File: config.mk
export PLATFORM = sky130hd
export DESIGN_NAME = core_scheduler
export DESIGN_NICKNAME = d
export VERILOG_FILES = /design/src/rtl/core_scheduler.sv
export SDC_FILE = /design/constraint.sdc
export NUM_CORES = 1
export LEC_CHECK = 0
export CAP_MARGIN = 20
export CORE_MARGIN = 3
export CORE_UTILIZATION = 45
export CTS_CLUSTER_DIAMETER = 100
export DETAILED_ROUTE_END_ITERATION = 7
export GPL_TIMING_DRIVEN = 0
export PLACE_DENSITY_LB_ADDON = 0.25
export RECOVER_POWER = 25
export SLEW_MARGIN = 20
export SYNTH_ARGS = -nofsm -noshare
export SYNTH_HDL_FRONTEND = slang
export SYNTH_SLANG_ARGS = --single-unit
File: constraint.sdc
create_clock -name clk -period 2.6 [get_ports clk]
set_clock_uncertainty 0.15 [all_clocks]
set_input_delay 0.26 -clock clk [delete_from_list [all_inputs] [get_ports clk]]
set_output_delay 0.26 -clock clk [all_outputs]
set_load 0.1 [all_outputs]
File: src/rtl/core_scheduler.sv
// Purpose: sequences three cores: loads each core's RAM from a shared source RAM, releases it, waits for done or timeout.
// Latency: first src_addr in the cycle after start; each core write lands one cycle after its source address.
// Backpressure: none; start is ignored while busy, and a core that never finishes is aborted after TIMEOUT RUN cycles.
//
// Ports:
//   clk, reset                     - single clock, asynchronous active-high reset
//   start                          - begin the three-core sequence (sampled in IDLE only)
//   src_addr / src_data            - shared source RAM read port (data valid one cycle after address)
//   core_we / core_waddr / core_wdata - one-hot write port into the selected core's data RAM
//   core_init / core_done          - per-core hold-in-reset and completion (bit0 = core 1)
//   busy, all_done, timeout_flags, cur_core - status
module core_scheduler #(
    parameter int TIMEOUT = 1024
) (
    input  logic       clk,
    input  logic       reset,
    input  logic       start,
    output logic [7:0] src_addr,
    input  logic [7:0] src_data,
    output logic [2:0] core_we,
    output logic [7:0] core_waddr,
    output logic [7:0] core_wdata,
    output logic [2:0] core_init,
    input  logic [2:0] core_done,
    output logic       busy,
    output logic       all_done,
    output logic [2:0] timeout_flags,
    output logic [1:0] cur_core
);

    // Wide enough to hold TIMEOUT-1 without wrapping.
    localparam int CW = $clog2(TIMEOUT + 1);

    typedef enum logic [2:0] {
        IDLE,
        LOAD,
        REL,
        RUN,
        NEXT
    } state_t;

    state_t        state;
    state_t        state_nxt;
    logic [6:0]    idx;         // position within the current core's load list
    logic [CW-1:0] cnt;         // RUN cycle counter
    logic          wr_pend;     // a source read was issued last cycle
    logic [7:0]    wr_addr;     // address of that read, reused as the core write address
    logic [2:0]    core_sel;
    logic [7:0]    list_addr;
    logic [6:0]    last_idx;
    logic          run_done;
    logic          run_to;

    always_comb begin
        core_sel = 3'b000;
        case (cur_core)
            2'd1:    core_sel = 3'b001;
            2'd2:    core_sel = 3'b010;
            2'd3:    core_sel = 3'b100;
            default: core_sel = 3'b000;
        endcase
    end

    // Load lists: core 1 = 1..3, core 2 = 6 then 32..95, core 3 = 128..147.
    always_comb begin
        list_addr = 8'd0;
        last_idx  = 7'd0;
        case (cur_core)
            2'd1: begin
                list_addr = 8'd1 + 8'(idx);
                last_idx  = 7'd2;
            end
            2'd2: begin
                list_addr = (idx == 7'd0) ? 8'd6 : 8'd31 + 8'(idx);
                last_idx  = 7'd64;
            end
            2'd3: begin
                list_addr = 8'd128 + 8'(idx);
                last_idx  = 7'd19;
            end
            default: begin
                list_addr = 8'd0;
                last_idx  = 7'd0;
            end
        endcase
    end

    // done is ignored on the first RUN cycle (cnt == 0); done on the final
    // counted cycle takes priority over the timeout.
    always_comb begin
        run_done = (cnt != '0) && ((core_done & core_sel) != 3'b000);
        run_to   = !run_done && (cnt == CW'(TIMEOUT - 1));
    end

    always_ff @(posedge clk or posedge reset) begin
        if (reset) begin
            state <= IDLE;
        end else begin
            state <= state_nxt;
        end
    end

    always_comb begin
        state_nxt = state;
        case (state)
            IDLE: if (start) state_nxt = LOAD;
            // The last address is issued here; its write lands during REL.
            LOAD: if (idx == last_idx) state_nxt = REL;
            REL:  state_nxt = RUN;
            RUN:  if (run_done || run_to) state_nxt = NEXT;
            NEXT: state_nxt = (cur_core == 2'd3) ? IDLE : LOAD;
            default: state_nxt = IDLE;
        endcase
    end

    always_ff @(posedge clk or posedge reset) begin
        if (reset) begin
            cur_core      <= 2'd0;
            idx           <= 7'd0;
            cnt           <= '0;
            wr_pend       <= 1'b0;
            wr_addr       <= 8'd0;
            all_done      <= 1'b0;
            timeout_flags <= 3'b000;
        end else begin
            wr_pend <= 1'b0;
            case (state)
                IDLE: begin
                    if (start) begin
                        all_done      <= 1'b0;
                        timeout_flags <= 3'b000;
                        cur_core      <= 2'd1;
                        idx           <= 7'd0;
                    end
                end
                LOAD: begin
                    wr_pend <= 1'b1;
                    wr_addr <= list_addr;
                    idx     <= (idx == last_idx) ? 7'd0 : idx + 7'd1;
                end
                REL: begin
                    cnt <= '0;
                end
                RUN: begin
                    cnt <= cnt + 1'b1;
                    if (run_to) timeout_flags <= timeout_flags | core_sel;
                end
                NEXT: begin
                    idx <= 7'd0;
                    if (cur_core == 2'd3) begin
                        cur_core <= 2'd0;
                        all_done <= 1'b1;
                    end else begin
                        cur_core <= cur_core + 2'd1;
                    end
                end
                default: ;
            endcase
        end
    end

    assign busy       = (state != IDLE);
    assign src_addr   = (state == LOAD) ? list_addr : 8'd0;
    assign core_init  = ((state == LOAD) || (state == REL)) ? core_sel : 3'b000;
    assign core_we    = wr_pend ? core_sel : 3'b000;
    assign core_waddr = wr_pend ? wr_addr : 8'd0;
    assign core_wdata = wr_pend ? src_data : 8'd0;

endmodule

**After elaboration in Yosys (flattened, before gate mapping)**

Index checks and enable logic that the tools add are counted.

- Add/subtract/negate cells: 6
- Equality and inequality tests: 14
- Multiplexer cells: 28
- Bitwise logic cells: 2
- Reduce and logical (&&, ||, !) cells: 19

Operator list:

| cell | count |
|---|---|
| case mux 7 bit (3 select lines) | 2 |
| two-way mux 8 bit | 4 |
| case mux 8 bit (3 select lines) | 1 |
| case mux 11 bit (2 select lines) | 1 |
| two-way mux 3 bit | 7 |
| case mux 3 bit (5 select lines) | 1 |
| two-way mux 7 bit | 2 |
| adder 11 x 1 -> 11 bit (second input constant) | 1 |
| == test 11 x 10 -> 1 bit (second input constant) | 1 |
| nonzero test 11 bit | 1 |
| != test 2 bit (second input constant) | 5 |
| case mux 3 bit (3 select lines) | 1 |
| AND reduction 3 bit | 3 |
| nonzero test 3 bit | 3 |
| adder 1 x 7 -> 8 bit (first input constant) | 1 |
| adder 5 x 7 -> 8 bit (first input constant) | 1 |
| adder 8 x 7 -> 8 bit (first input constant) | 1 |
| adder 7 x 1 -> 7 bit (second input constant) | 1 |
| == test 7 bit | 1 |
| zero test 7 bit | 1 |
| == test 3 x 2 -> 1 bit (second input constant) | 2 |
| case mux 3 bit (2 select lines) | 1 |
| nonzero test 2 bit | 3 |
| == test 2 bit (second input constant) | 2 |
| 15 further kinds | 22 |

- Bits in registers: 36
- Bits of input ports: 14
- Output and inout port bits: 37

**Logic depth before layout (Yosys ltp)**

Gate-level depths: netlist of run 1.

- Depth after elaboration: 10
- Gate-level depth with buffers: 8
- Gate-level depth less buffers: 7

**Worst setup path before layout of run 1**

Ideal clock, no wire load.

- Kind: reg-to-output
- Start: register cur_core[1]
- End: output port src_addr[2]
- Arrival: 3542 ps
- Required time: 2190 ps
- Setup slack: -1352 ps
- Stages on the path, launching flop included: 7
- Buffers on the path: 1
- Path through: dfrtp_1 -> ha_1 -> clkbuf_1 -> inv_1 -> o22ai_1 -> o21ai_0 -> a31oi_1

- Word-level cells in the longest chain between the ends: 3
- Elaborated cells on any way between the ends: 5
- Those cells by class: eq/ne: 3; mux: 2

Ends and longest elaborated chain:

| element | line | source |
|---|---|---|
| start, declared | 28 | `output logic [1:0] cur_core` |
| start signal, assigned | 154 | `cur_core <= cur_core + 2'd1;` |
| == test 2 bit / == test 2 x 1 -> 1 bit (equally long branches) | 68 | `case (cur_core)` |
| case mux 8 bit (3 select lines) * | 68 |  |
| two-way mux 8 bit * | 163 | `assign src_addr = (state == LOAD) ? list_addr : 8'd0;` |
| end, declared | 18 | `output logic [7:0] src_addr,` |

Mark *: on every way between the ends. The rest lies on a longest branch, timed or not.

**Worst setup path after layout of run 1**

- Start: register idx[0]
- End: output port src_addr[3]

- Word-level cells in the longest chain between the ends: 4
- Elaborated cells on any way between the ends: 7
- Those cells by class: add/sub: 3; mux: 3; reduce/logical: 1

Ends and longest elaborated chain:

| element | line | source |
|---|---|---|
| start, declared | 44 | `logic [6:0] idx;` |
| start signal, assigned | 139 | `idx <= (idx == last_idx) ? 7'd0 : idx + 7'd1;` |
| adder 5 x 7 -> 8 bit / zero test 7 bit (equally long branches) | 74 | `list_addr = (idx == 7'd0) ? 8'd6 : 8'd31 + 8'(idx);` |
| two-way mux 8 bit | 74 |  |
| case mux 8 bit (3 select lines) * | 68 |  |
| two-way mux 8 bit * | 163 |  |

Marks and branches as above.

==> run summary, run 1 <==
In this run the number of cells on the critical path is 10. Worst min-delay path category: reg -> reg. CTS built an H-tree with a depth of 2. Entering global routing, the biggest net connects 37 pins. The number of clock buffers added by TritonCTS is 5. The detailed-routing iteration count for the pre-antenna-repair pass is 5.

The count of different cell masters after synthesis came out at 63. Leaving out filler cells and counting taps, the final layout contains 412. Broken down by cell family, the worst path's largest delay share belongs to buffers and inverters.

Dividing the detail-routed wire length by the instance count gives 14.9 µm. The tools report the number of antenna violations at the first check in global routing as 0. The worst register-to-register path begins at cur_core[0].

The mapped netlist covers 0.00245 mm². The worst setup path is captured at a primary output. Clock-pin slew was measured on the worst setup and hold paths at 70 ps.

For this run, the leading register cell type out of synthesis is dfrtp_1. For the synthesized instance count, the log shows 281. VDD sags by at most 0.000869 V. Each instance of the synthesized netlist takes up on average 8.72 µm². The signal on the critical path passes through buf_8 -> inv_6 -> ha_4 -> nor3b_4 -> nand2_1 -> a31o_2 -> a222oi_1 -> buf_4 -> nor2_4 -> buf_12. The max-capacitance violation count came out at 0. The ratio of final minimum period to clock period came out at 0.991. For this run the aggregate overflow at the end of global routing stands at 0. The worst endpoint data arrival time is 2170 ps. The tools report the hold buffer count at CTS as 0. The tools report the post-layout utilization of the core as 0.630. The simple-gate area share of the yosys netlist was 0.268; the wire length reported by the detailed router was 6140 µm. The post-route setup TNS was 0 ps.

The standard-cell row count is 26, and the sum of internal, switching and leakage power is 0.00403 W. From left edge to right edge, the die measures 79.8 µm. The critical path ends at src_addr[3]. In this run, synthesis produced a sequential element count of 36. The tools report the number of inserted diodes as 0. The effective utilization at floorplan was 0.474. In this run the tool buffered the top-level ports with 50 buffer cells. The count of cells along the worst register-to-register path works out to 7. When the netlist entered floorplanning its net count stood at 307. In this run, the number of DRC markers left after iteration 0 of detailed routing was 146. Setup repair after global routing could not meet its margin everywhere. The fraction of final layout cells with drive strength greater than 1 is 0.251.

The path type of the worst setup path is reg -> out. The max-slew violation count was 0. The worst slew slack as a fraction of its limit came out at 0.0872. The clock reaches the later pin of the worst-skew pair after 300 ps.

Mux cell area share after synthesis: 0.0209. The run gives 36 as the clock sink total. The synthesized design contains 0 enable-type register cells. The final count of hold timing violations is 0, and the layout-stage area growth over the synthesis result is 33.0%. The first global-routing pass estimated 10000 µm of wire. After synthesis, the largest family of logic cells by area is simple AND/OR/NAND/NOR gates.

The maximum achievable frequency was 388 MHz. The number of warnings reported in the yosys synthesis log was 0. For this run, design rule violations remaining after detail routing come to 0. For the pin with the worst max-slew slack, the measured transition is 1370 ps.

The compound-gate portion of the synthesized area was 0.207. The most critical setup path has its startpoint at idx[0]. In this run the power density over the cells is 1240 mW/mm². In the routed layout, each cell is associated on average with a via count of 5.50.

Along the worst path, the maximum fanout reaches 3. The tools report the endpoint of the worst-slack reg-to-reg timing path as idx[4]. Reported leakage power: 1.54 nW.

The tools report the clock tree root driver cell as clkbuf_8. Setup violations remaining at the end of the flow were counted as 0. Counting along the longest clock path gives a buffer depth of 2. The async set-reset flop share out of synthesis came out at 1.00.

The xor and xnor fraction of the mapped netlist area was 0.0179. For the via count of the first global-routing pass, the log shows 2043. The flow ran to the end, and the final reports show no timing, DRC or antenna violations. In this run the standard cell core region covers 0.00517 mm². Together, buffers and inverters on the worst path number 4. The cell with the largest stage delay on the worst path is dfrtp_1.

For this run, the post-layout net count is 367. The run gives 0.883 as the routability congestion estimate. TritonCTS built the clock tree.

For this design the top-level I/O count stands at 51. Counting tap cells, the placed design contains a total of 401 instances. The post-synthesis share of cell area spent on full adders, half adders and majority gates is 0.0613, and the register area share after synthesis is 0.368. The tools report the die area as 0.00637 mm².

The floorplan step set the die height to 79.8 µm. The worst stage delay on the critical path was 410 ps. Data on the critical path is required at its endpoint by 2190 ps. The vias after detailed routing was 2266; the total half-perimeter wirelength after legalization and detailed placement was 4290 µm.

The worst setup path is launched from a flop. The run gives 0 as the post-route antenna net violation count. Setup slack on the worst reg-to-reg path comes out at 310 ps. Subtracting the final worst setup slack from the clock period gives 2580 ps.

The total global-route track usage is 0.199.
-- timing repair --
item / CTS / global route
buffers inserted: 1 / 4
pin swaps: 1 / 2
gates resized for setup: 90 / 43
endpoints found under the setup margin: 25 / 27
-- flip-flops by register name, indices dropped and copies added (netlist names) --
signal,cells
idx,7
all_done,1
cur_core,2
timeout_flags,3
cnt,11
state,3
wr_addr,8
wr_pend,1
-- routing by layer --
| layer | vias to the layer above | global-route usage | wire (µm) |
|---|---|---|---|
| met3 | 7 | 0.0440 | 368 |
| met1 | 1068 | 0.275 | 2910 |
| li1 | 1114 | - | - |
| met2 | 77 | 0.320 | 2800 |
| met4 | 0 | 0.0456 | 53 |
| met5 | - | 0 | 0 |
-- worst reg2reg max path: stages, from the launching register on --
cell	delay (ps)
dfrtp_4	500
clkinvlp_4	170
ha_1	310
xor2_1	170
nor4_1	400
a31oi_4	200
inv_1	150
o21ai_0	120
-- kinds of logic after synthesis --
| group | after synthesis |
|---|---|
| AO/OA/AOI/OAI | 71 |
| AND/OR/NAND/NOR | 122 |
| multiplexers | 5 |
| XOR/XNOR | 5 |
| buffers and inverters | 30 |
| adder cells (fa/ha/maj) | 12 |
| flip-flops | 36 |
-- cell usage after synthesis, types with 3 or more instances --
master | count | area, µm²
a21o_2 | 7 | 61.3
a21oi_1 | 15 | 75.1
a31oi_1 | 3 | 18.8
and2_1 | 23 | 144
buf_2 | 3 | 15.0
clkbuf_1 | 9 | 33.8
dfrtp_1 | 36 | 901
ha_1 | 12 | 150
inv_1 | 13 | 48.8
mux2i_1 | 4 | 40.0
nand2_1 | 35 | 131
nand2b_1 | 4 | 25.0
nand3_1 | 13 | 65.1
nand4_1 | 4 | 25.0
nor2_1 | 17 | 63.8
nor2b_1 | 3 | 18.8
nor3_1 | 4 | 20.0
o21ai_0 | 19 | 95.1
o31ai_1 | 3 | 22.5
xnor2_1 | 4 | 35.0
-- stage by stage --
stage	cell area (µm²)	hold WS [ps]	worst slack, ps
after global placement	3110	305	-818
after detailed placement	3110	312	-836
final	3260	319	22.3
after CTS	3220	302	-61.3
after global routing	3260	349	-58.8
after floorplan	2520	277	3.37
-- where the power goes --
group / switching [W] / internal (W)
sequential: 0.000188 / 0.000714
clock: 0.000213 / 0.000187
combinational: 0.00191 / 0.000822
total: 0.00231 / 0.00172
-- placed cells by master (no fill, tap or decap), drive strengths merged, types with 2 or more instances in the layout --
cell,synthesis,layout
a21o,8,8
nor3,6,6
dfrtp,36,36
xnor2,4,4
inv,15,14
nand3,14,14
a31oi,4,4
clkdlybuf4s15,0,2
or3,4,4
a31o,2,2
a21oi,15,15
clkdlybuf4s50,0,18
nand2,35,35
dlymetal6s2s,0,6
o31ai,3,3
mux2i,4,4
a222oi,2,2
a22o,3,3
o311ai,2,2
nand4,4,4
nor4,2,2
o21ai,19,19
nand2b,5,5
and3,2,2
ha,12,12
buf,6,20
and2,23,23
clkbuf,9,25
nor2,17,17
clkinv,0,3
nor2b,3,3
-- layout make-up --
| cell class | count | area [µm²] |
|---|---|---|
| Buffer | 13 | 83.8 |
| Clock buffer | 5 | 68.8 |
| Clock inverter | 3 | 18.8 |
| Fill cell | 433 | 1910 |
| Inverter | 15 | 72.6 |
| Multi-Input combinational cell | 215 | 1520 |
| Sequential cell | 36 | 910 |
| Tap cell | 70 | 87.6 |
| Timing Repair Buffer | 55 | 495 |
-- how the worst min path moves through the flow --
stage	start	endpoint	slack, ps	cells past startpoint
2_1_floorplan	reset	all_done	280	1
3_3_place_gp	wr_addr[3]	wr_addr[3]	300	2
3_5_place_dp	wr_addr[2]	wr_addr[2]	310	1
4_1_cts	reset	cnt[9]	300	2
5_1_grt	wr_addr[1]	wr_addr[1]	350	1
6_report	wr_addr[3]	wr_addr[3]	320	2
Note: power is estimated with default switching activity, not from simulation.
==> run 2: changes to the inputs <==
--- a/config.mk
+++ b/config.mk
@@ -5,12 +5,14 @@
 export SDC_FILE = /design/constraint.sdc
 export NUM_CORES = 1
 export LEC_CHECK = 0
+export ABC_AREA = 1
 export CAP_MARGIN = 20
 export CORE_MARGIN = 3
 export CORE_UTILIZATION = 45
 export CTS_CLUSTER_DIAMETER = 100
 export DETAILED_ROUTE_END_ITERATION = 7
 export GPL_TIMING_DRIVEN = 0
+export MAX_ROUTING_LAYER = met4
 export PLACE_DENSITY_LB_ADDON = 0.25
 export RECOVER_POWER = 25
 export SLEW_MARGIN = 20
==> constraint.sdc (replaced) <==
create_clock -name clk -period 2.4 [get_ports clk]
set_clock_uncertainty 0.15 [all_clocks]
set_input_delay 0.24 -clock clk [delete_from_list [all_inputs] [get_ports clk]]
set_output_delay 0.24 -clock clk [all_outputs]
set_load 0.1 [all_outputs]
==> run 2 against run 1 <==
Compared with the run above: global-route usage up 3.3 points; via count up 9.6%; setup slack gained 89 ps; hold slack worse by 110 ps; die area fell by 0.15%; total power up 7.4%.
==> run summary, run 2 <==
The count of nets left with antenna violations once routing finished came out at 0. The Yosys step of the flow raised 0 warnings. The worst min-delay path category is in -> async.

Across the run, the number of max-cap violations was 0. For this run, design rule violations remaining after detail routing come to 0. The ratio of final minimum period to clock period is 0.954, and the wire length reported by the detailed router is 6570 µm. The number of buffers added by the clock tree synthesis step is 5. The effective utilization at floorplan is 0.473.

The biggest area contributor in the post-synthesis netlist is dfrtp_1. The async set-reset flop share out of synthesis is 1.00. The number of buffers inserted by port buffering came out at 50.

The share of the synthesized area in the top cell type was 0.368; the synthesized instance count was 359. Setup repair after global routing left no endpoint under its margin. In this run, the number of DRC markers left after iteration 0 of detailed routing was 183. The largest registers in the layout are cnt: 11 flops, wr_addr: 8 flops, idx: 7 flops. The mapped netlist covers 0.00245 mm². The number of nets at the end of the flow is 445, and the width of the die is 79.7 µm.

Final hold analysis gives a worst-case slack of 212 ps. The floorplan step defined a core boundary enclosing 0.00517 mm². For this run, the leading register cell type out of synthesis is dfrtp_1. The top cell types in the final layout, fill and taps aside, are 95 x nand2_1, 58 x inv_1, 32 x dfrtp_1, 27 x nand3_1, 25 x nor2_1.

The area of all placed cells without fillers came out at 0.00324 mm². The worst setup path is launched from a flop. The tools report the max-slew violation count as 0. OpenSTA, run right after detailed placement, puts the worst setup slack at -782 ps. The number of antenna diodes in the final layout is 0.

The average wire per standard cell works out to 13.4 µm. The average instance in the mapped netlist occupies 6.81 µm². The fraction of final layout cells with drive strength greater than 1 was 0.195. Synthesis instantiated 28 different standard cells from the library.

For the worst setup path, the data required time is 2010 ps. The total overflow left after global routing is 0. Register area: 908 µm². The number of setup violations in the final report was 0; the largest driver fanout on the critical path was 10.

Sorting the synthesized cells by area gives the leading types as dfrtp_1 37%, nand2_1 15%, inv_1 9.5%, ha_1 6.1%, nand3_1 5.7%. The library cell used most frequently in the layout, excluding fill and tap cells, is nand2_1. Final count of hold timing violations: 0. For the pin with the worst max-slew slack, the measured transition is 969 ps. The worst voltage drop across the vdd grid came out at 0.00102 V. Routability-driven placement finished with a final weighted congestion of 0.915.

The type of element capturing the critical path is a primary output. Entering global routing, the biggest net connects 28 pins. The longest clock path from root to sink contains 2 buffers. The shortest clock period the worst path allows after layout was 2290 ps; the layout-stage area growth over the synthesis result was 32.6%.

The H-tree generated during clock tree synthesis spans 2 levels. The tools report the via count of the first global-routing pass as 2379. Number of flip-flops under the largest register name: 11. The register with the most flip-flops in the final layout is cnt. The total global-route track usage came out at 0.233. TritonCTS built the clock tree.

Clock tree synthesis selected as its root buffer the cell clkbuf_8. Fill cells in the final layout number 483. Summing all multi-input logic gate instances after layout gives 0.00131 mm². Setup slack closes at 111 ps. By count the netlist is led by 95 x nand2_1, 62 x inv_1, 36 x dfrtp_1, 33 x nor2_1, 28 x nand3_1.

The flow ran to the end, and the final reports show no timing, DRC or antenna violations. Once placement finished, the instance area stood at 0.00310 mm². The first global-routing pass estimated 11200 µm of wire. After synthesis the netlist holds a flip-flop and latch count of 36.

Summing over every cut layer, the via total after detailed routing is 2483. 51 I/O pins were placed. The insertion delay of the later-clocked pin in the worst-skew pair is 290 ps, and the clock sink total is 36. After detailed routing, the number of vias per cell comes to 5.07. Clock-pin slew was measured on the worst setup and hold paths at 80 ps. The register area share after synthesis was 0.368.

The first detailed-routing pass ran for 4 iterations. Worst slew slack as a fraction of its limit: 0.352. Detailed placement ended at an HPWL of 4910 µm.

For the routing usage on met3, the log shows 0.0429. From bottom edge to top edge, the die measures 79.7 µm. The fraction of met1 tracks used by global routing was 0.292; the maximum achievable frequency was 437 MHz. The logs give 0 for the number of antenna violations at the first check in global routing and 0.370 for the met2 track demand over resource. Reported leakage power: 1.75 nW. In this run, synthesis inferred 0 flip-flops with an integrated enable.

The number of nets handed over by synthesis was 385. In the post-synthesis netlist, the cell with the most instances is nand2_1. The critical path in this run is classified as reg -> out. The die covers 0.00636 mm². In this run the power density over the cells is 1340 mW/mm². For the worst endpoint data arrival time, the log shows 1900 ps.

The highest-utilization routing layer at the global route stage is met2. The floorplan has 26 rows. Post-layout utilization of the core: 0.627.
[run 2: changes by cell type in the layout (fill, tap and decap cells not counted), sizes merged, moves of 6 or more]
| cell | delta |
|---|---|
| nor2 | +20 |
| dlygate4sd2 | +6 |
| and2 | -23 |
| buf | +9 |
| clkbuf | -12 |
| nand3 | +18 |
| nand2 | +61 |
| a21o | -7 |
| inv | +53 |
| dlymetal6s2s | -6 |
| o21ai | +10 |
[run 2: worst max-delay path, stage by stage, from the launching register on]
cell	delay [ps]
dfrtp_1	590
nand2_1	100
inv_1	60
dlygate4sd2_1	850
[run 2: stage by stage]
step	total power (W)	setup TNS (ps)	instances
2_1_floorplan	0.00307	0	359
5_1_grt	0.00462	0	490
3_5_place_dp	0.00373	-10600	480
4_1_cts	0.00431	0	487
6_report	0.00433	0	490
3_3_place_gp	0.00369	-9960	479
[run 2: where the power goes]
| group | switching, W | internal [W] | total (W) |
|---|---|---|---|
| Clock | 0.000228 | 0.000367 | 0.000595 |
| Combinational | 0.00216 | 0.000669 | 0.00283 |
| Sequential | 0.000165 | 0.000748 | 0.000913 |
[run 2: final timing paths]
kind | start | slack (ps) | depth (start not counted) | to
min reg2reg | wr_addr[5] | 330 | 2 | wr_addr[5]
max in group asynchronous | reset | 820 | 3 | cur_core[0]
min in group clk | wr_addr[5] | 330 | 2 | wr_addr[5]
min | reset | 210 | 2 | cnt[7]
max | wr_pend | 110 | 3 | core_waddr[1]
max reg2reg | cur_core[1] | 420 | 12 | state[0]
[run 2: cell type report]
type                       count  share of cell area
multi-input combinational    244               0.405
tap                           70              0.0270
clock buffer                   7              0.0297
buffer                         9              0.0143
inverter                      69              0.0814
timing repair buffer          54               0.153
sequential                    36               0.280
clock inverter                 1             0.00926
[run 2: per-layer routing]
metal  vias up  wire [µm]
li1       1249          -
met2        79       3160
met5         -          0
met1      1141       2890
met3        14        347
met4         0        167
[run 2: repair_timing]
| action | CTS | global route |
|---|---|---|
| setup endpoints to repair | 31 | 22 |
| pin swaps | 0 | 2 |
| hold buffers | 0 | 0 |
| resized for setup | 127 | 42 |
| setup buffers | 0 | 3 |
[run 2: kinds of logic after synthesis]
kind of cell	synth area share
adders and majority gates	0.0614
xor gates and xnor gates	0.0179
DFF	0.368
and+or+nand+nor	0.316
AOI/OAI and AO/OA	0.111
buffers and inverters	0.125
